`config.mk`:
```
export PLATFORM = sky130hd
export DESIGN_NAME = wfg_core_timing_sequencer
export DESIGN_NICKNAME = d
export VERILOG_FILES = /design/src/rtl/wfg_core_timing_sequencer.sv
export SDC_FILE = /design/constraint.sdc
export NUM_CORES = 1
export LEC_CHECK = 0
export ABC_CLOCK_PERIOD_IN_PS = 4540
export BUFFER_PORTS_ARGS = -buffer_cell sky130_fd_sc_hd__buf_2
export CAP_MARGIN = 40
export CORE_MARGIN = 5
export CORE_UTILIZATION = 55
export CTS_CLUSTER_DIAMETER = 40
export DETAILED_ROUTE_END_ITERATION = 10
export PLACE_DENSITY_LB_ADDON = 0.12
export SLEW_MARGIN = 30
export SYNTH_ARGS = -nofsm -noshare
export SYNTH_HDL_FRONTEND = slang
export SYNTH_SLANG_ARGS = --single-unit
```
`constraint.sdc`:
```
create_clock -name clk -period 4.54 [get_ports clk]
set_input_delay 0.681 -clock clk [delete_from_list [all_inputs] [get_ports clk]]
set_output_delay 0.681 -clock clk [all_outputs]
set_load 0.005 [all_outputs]
```
`src/rtl/wfg_core_timing_sequencer.sv`:
```
// wfg_core_timing_sequencer
// Turns the core configuration (CTRL.EN, CFG.SUBCYCLE, CFG.SYNC) into
// free-running subcycle and frame-start strobes. The configuration is
// shadowed and only reloaded at frame boundaries, so a register write
// can never stretch or shorten a frame that is already running.
// All outputs come straight from flops, which are loaded from the decoded
// next state. The strobes therefore look exactly like a decode of the
// counters, with no combinational path from the inputs.

module wfg_core_timing_sequencer (
  input  logic        clk,
  input  logic        rst_n,
  input  logic        ctrl_en_q_i,
  input  logic [15:0] cfg_subcycle_q_i,
  input  logic [7:0]  cfg_sync_q_i,
  output logic        wfg_core_subcycle_o,
  output logic        wfg_core_start_o,
  output logic [7:0]  wfg_core_subcycle_cnt_o,
  output logic        active_o
);

  localparam logic [0:0] ST_IDLE = 1'b0;
  localparam logic [0:0] ST_RUN  = 1'b1;

  logic [0:0]  state_r;
  logic [0:0]  state_s;
  logic [15:0] presc_q;
  logic [15:0] presc_s;
  logic [7:0]  cnt_q;
  logic [7:0]  cnt_s;
  logic [15:0] sub_sh;
  logic [15:0] sub_s;
  logic [7:0]  sync_sh;
  logic [7:0]  sync_s;
  logic        run_s;

  // Next-state logic: prescaler counts clocks within a subcycle, cnt counts
  // subcycles within a frame, and the shadows reload only when a frame wraps.
  always_comb begin
    state_s = state_r;
    presc_s = presc_q;
    cnt_s   = cnt_q;
    sub_s   = sub_sh;
    sync_s  = sync_sh;
    case (state_r)
      ST_IDLE: begin
        presc_s = 16'd0;
        cnt_s   = 8'd0;
        if (ctrl_en_q_i) begin
          state_s = ST_RUN;
          sub_s   = cfg_subcycle_q_i;
          sync_s  = cfg_sync_q_i;
        end else begin
          state_s = ST_IDLE;
        end
      end
      ST_RUN: begin
        if (!ctrl_en_q_i) begin
          // Disabling abandons the partial frame immediately.
          state_s = ST_IDLE;
          presc_s = 16'd0;
          cnt_s   = 8'd0;
        end else if (presc_q != sub_sh) begin
          presc_s = presc_q + 16'd1;
        end else begin
          presc_s = 16'd0;
          if (cnt_q != sync_sh) begin
            cnt_s = cnt_q + 8'd1;
          end else begin
            // Frame boundary: the only point where new configuration is taken.
            cnt_s  = 8'd0;
            sub_s  = cfg_subcycle_q_i;
            sync_s = cfg_sync_q_i;
          end
        end
      end
      default: begin
        state_s = ST_IDLE;
        presc_s = 16'd0;
        cnt_s   = 8'd0;
      end
    endcase
  end

  assign run_s = (state_s == ST_RUN);

  // State, counters, shadows and registered strobe outputs.
  always_ff @(posedge clk or negedge rst_n) begin
    if (!rst_n) begin
      state_r                 <= ST_IDLE;
      presc_q                 <= 16'd0;
      cnt_q                   <= 8'd0;
      sub_sh                  <= 16'd0;
      sync_sh                 <= 8'd0;
      wfg_core_subcycle_o     <= 1'b0;
      wfg_core_start_o        <= 1'b0;
      wfg_core_subcycle_cnt_o <= 8'd0;
      active_o                <= 1'b0;
    end else begin
      state_r                 <= state_s;
      presc_q                 <= presc_s;
      cnt_q                   <= cnt_s;
      sub_sh                  <= sub_s;
      sync_sh                 <= sync_s;
      wfg_core_subcycle_o     <= run_s && (presc_s == 16'd0);
      wfg_core_start_o        <= run_s && (presc_s == 16'd0) && (cnt_s == 8'd0);
      wfg_core_subcycle_cnt_o <= run_s ? cnt_s : 8'd0;
      active_o                <= run_s;
    end
  end

endmodule

```
**Word level (Yosys, flattened, before mapping)**

Index checks and enable logic that the tools add are counted.

- Bits in latches: 0
- Bits in writable memories: 0
- Flip-flop bits (word level): 59
- Output and inout bits: 11
- Bits of input ports: 27
- Memory bits (read-only): 0
- Logic and storage cells: 41
- Memories kept: 0

- Order comparisons: 0
- Reductions and logical operators: 5
- $mul: 0
- Shifts and indexed selects: 0
- Bitwise logic cells: 1
- Add/sub/neg operators: 2
- Equality and inequality tests: 6
- Mux-type cells: 19
- Div/mod/pow operators: 0

Operators by type and width:

| operator | number |
|---|---|
| two-way mux 16 bit | 6 |
| two-way mux 8 bit | 8 |
| one-hot mux 16 bit (2 select lines) | 2 |
| one-hot mux 8 bit (2 select lines) | 2 |
| adder 16 x 1 -> 16 bit, second input constant | 1 |
| zero test 16 bit | 1 |
| != test 16 bit | 1 |
| adder 8 x 1 -> 8 bit, second input constant | 1 |
| zero test 8 bit | 1 |
| != test 2 bit, second input constant | 4 |
| != test 8 bit | 1 |
| AND reduction 4 bit | 1 |
| logical AND 1 bit | 2 |
| two-way mux 1 bit | 1 |
| inverter 1 bit | 1 |

**Depth between registers and ports, before layout**

- Depth in word-level cells: 7
- Depth in mapped cells: 9
- Depth with buffers taken out: 8

**Worst setup path after synthesis**

OpenSTA, ideal clock, no wires.

- Path kind: register to register
- Start: register presc_q[7]
- End: register wfg_core_start_o
- Stages on the path, launching flop included: 9
- Setup time: 0.120 ns
- Data arrival time: 2.009 ns
- Setup slack: 2.412 ns
- Period minus slack after synthesis: 2.128 ns
- Buffers on the path: 1
- Data required time: 4.420 ns
- Cell sequence: dfrtp_1 > buf_6 > xor2_1 > nor4_2 > nand4_2 > or4b_4 > a21oi_2 > nor4_1 > and3_1

- Elaborated cells on any way between the ends: 12
- Classes of those cells: add/sub: 1; eq/ne: 1; mux: 6; reduce/logical: 4

RTL lines:

| element | RTL line | text |
|---|---|---|
| start: declaration | 27 | `logic [15:0] presc_q;` |
| start signal: assignment | 101 | `presc_q <= presc_s;` |
| != test 16 bit | 63 | `end else if (presc_q != sub_sh) begin` |
| two-way mux 8 bit | 63 |  |
| two-way mux 8 bit | 58 | `if (!ctrl_en_q_i) begin` |
| one-hot mux 8 bit (2 select lines) | 45 | `case (state_r)` |
| via cnt_s[7] | 30 | `logic [7:0] cnt_s;` |
| zero test 8 bit | 106 | `wfg_core_start_o <= run_s && (presc_s == 16'd0) && (cnt_s == 8'd0);` |
| logical AND 1 bit | 106 |  |
| end signal: assignment | 106 |  |
| end: declaration | 17 | `output logic wfg_core_start_o,` |

The timed path passes the listed nets, and every way through them passes these cells.
A chain may end at the register's enable or synchronous reset.

**Worst setup path in the final report**

- Start: register presc_q[3]
- End: register wfg_core_start_o

The elaborated chain is that of the path after synthesis.

==> metrics.yaml <==
layout:
  fin_util_pct: 64.73
  drive_gt1_share_pct: 27.87
  area_delta_synth_final_pct: 14.12
  antenna_cells: 0
  fillers: 440
  nNetsFinal: 331
worst_setup_path:
  cpMaxStageDelayCell: "or4b_4"
  critPathLaunchType: "flop"
  regToRegSetupSlack_ns: 1.93
  critical_path_class: "flop to flop"
  end_kind: "flop"
  reg2reg_depth: 7
  required_ns: 4.76
  worstPathMaxFanout: 16
  critPathArrivalTime_ns: 2.83
  r2r_end: "wfg_core_start_o"
  max_stage_delay_ns: 0.64
  crit_chain: "xor2_1 > nor4_1 > nand4_2 > or4b_4 > a21oi_2 > nor4_1 > and3_1"
  worst_path_most_repeated_cell: "nor4_1"
  reg2reg_from: "presc_q[3]"
pwr:
  power.density_nw_per_um2: 320.3
  seqPwrFrac_pct: 55.0
  pwr-share-clk_pct: 35.4
  p_comb_share_pct: 9.6
  swShare_pct: 24.51
  power_leakage_nw: 1.535
  p_int_w: 0.0008045
  vdd_drop_max_mv: 0.2496
  switching_power_w: 0.0002612
timing:
  worst_slew_pin_slew_ns: 0.5693
  rsz0062_at_grt: "no"
  fin_crit_sh_pct: 57.43
  finalHoldViolCount: 0
  final-setup-viol-count: 0
  fmax_mhz: 383.6
  holdWs_ns: 0.2424
  slew_violations: 0
  finalSetupTns_ns: 0
  slew_headroom_pct: 61.96
  fin_worst_skew_ns: 0.008838
  fin_crit_ns: 2.607
logic_synthesis:
  synthCells: 263
  yosysTopAreaCellShare_pct: 50.64
  synth_edf_count: 0
  synth.area.top_cells: "dfrtp_1 51%, xor2_1 9.6%, mux2_2 9.3%, nor2_1 2.7%, nand2_1 2.6%"
  synth_common_cells: "59 x dfrtp_1, 32 x xor2_1, 24 x mux2_2, 21 x nor2_1, 20 x nand2_1"
  yosys_most_used_dff: "dfrtp_1"
  synth_cell_types: 42
  synthMostInstantiatedCell: "dfrtp_1"
  async_reset_ff_share_pct: 100.0
  syn-cell-area_um2: 2915
  yosysWarnings: 0
  synth_nets: 292
  yosysSeqAreaShare_pct: 50.64
  syn_avg_cell_area_um2: 11.08
  ys_seq_elements: 59
  yosys.area.top_type: "dfrtp_1"
clock_tree:
  postCtsSetupBuffers: 0
  clock_sinks: 59
  worst_skew_pair.late_latency_ns: 0.33
  cts-root-buf: "clkbuf_8"
  numCtsBuffers: 9
  cts_tree: "done"
  path_clk_slew_ns: 0.07
  hold_buffers: 0
  htreeDepth: 3
  cts_resized: 0
  clock_path_buffers: 2
floorplanning:
  die_y_um: 82.81
  initial_core_util_pct: 56.72
  pin_count: 38
  core-area_um2: 5140
  fp.dieW_um: 82.81
  rows: 26
  dieArea_um2: 6857
routing:
  initialDrtViolationCount: 171
  wl_um: 5642
  via_count: 2075
  dr.pass1.iters: 4
  final_antenna_net_count: 0
  avgViaCountPerCell: 5.533
  post-route-drc-count: 0
  wl_per_cell_um: 15.05
global_routing:
  grt_usage_pct: 17.44
  grt_pass1_wl_um: 9563
  grt_max_degree: 60
  grt_overflow: 0
  first_global_vias: 2002
  antenna_found_initial: 0
status:
  outcome: "finished clean"
placement:
  port_buffers: 37
  dp_hpwl_um: 4043
  gp_congestion: 0.8182
job:
  drv_cap: 0
min_path:
  hold_path_class: "primary input to asynchronous set/reset pin"
-- critical path: cells and delay by family, from the launching register on --
family | cells | cell delay, ns
xor gates and xnor gates | 1 | 0.22
DFF | 1 | 0.52
and+or+nand+nor | 5 | 1.56
AOI/OAI and AO/OA | 1 | 0.18
-- area by class of cell --
| cell class | instances | area, µm² | area share [%] |
|---|---|---|---|
| inverter | 2 | 7.507 | 0.2256 |
| clock inverter | 4 | 20.02 | 0.6017 |
| clock buffer | 10 | 127.6 | 3.836 |
| multi-input combinational | 190 | 1373 | 41.26 |
| tap | 70 | 87.58 | 2.633 |
| timing repair buffer | 40 | 235.2 | 7.070 |
| sequential | 59 | 1476 | 44.38 |
-- metal layers --
layer | GRT usage (%) | routed length, µm
met1 | 26.02 | 2899
met2 | 23.62 | 2329
met3 | 5.050 | 370
met4 | 7.132 | 42
met5 | 0 | 0
-- worst max-delay path by stage --
stage | slack, ns | depth (start not counted) | from | to
after floorplan | 2.41 | 8 | presc_q[7] | wfg_core_start_o
after global placement | 1.71 | 6 | presc_q[3] | sub_sh[2]
after detailed placement | 1.94 | 7 | presc_q[3] | sub_sh[1]
after CTS | 1.94 | 7 | presc_q[3] | sub_sh[1]
after global routing | 1.70 | 7 | presc_q[3] | sub_sh[1]
final | 1.93 | 7 | presc_q[3] | wfg_core_start_o
-- stage by stage --
stage          instance area (µm²)  instances  total power (W)  setup slack (ns)
3_3_place_gp                  3137        359        0.0006915             1.709
4_1_cts                       3299        374         0.001076             1.935
3_5_place_dp                  3152        360        0.0006980             1.942
2_1_floorplan                 2915        263        0.0006550             2.412
5_1_grt                       3327        375         0.001121             1.698
6_report                      3327        375         0.001066             1.933
-- power groups by stage --
stage | Clock [W] | Sequential [W] | Combinational, W
after floorplan | 0 | 0.000588 | 0.0000672
after global placement | 0 | 0.000595 | 0.0000969
after detailed placement | 0 | 0.000596 | 0.000102
after CTS | 0.000387 | 0.000586 | 0.000102
after global routing | 0.000417 | 0.000590 | 0.000115
final | 0.000377 | 0.000586 | 0.000103
-- kinds of logic after synthesis --
family / count (synthesis) / synth area share, %
DFF: 59 / 50.64
AOI/OAI and AO/OA: 35 / 8.541
buffers and inverters: 14 / 2.275
xor gates and xnor gates: 38 / 11.42
and+or+nand+nor: 89 / 16.31
muxes: 26 / 9.957
adders and majority gates: 2 / 0.8582
-- layout by cell type, fill, tap and decap left out, types with 7 or more instances in the layout --
master,instances
a21oi_1,11
buf_2,37
clkbuf_8,9
dfrtp_1,59
mux2_2,24
nand2_1,20
nand3_1,11
nor2_1,21
nor3_1,7
xor2_1,32
-- flip-flops by register name, indices dropped and copies added, names as in the netlist --
name / count
presc_q: 16
wfg_core_subcycle_o: 1
sync_sh: 8
sub_sh: 16
cnt_q: 8
wfg_core_start_o: 1
state_r: 1
wfg_core_subcycle_cnt_o: 8
(Power assumes the default switching activity.)
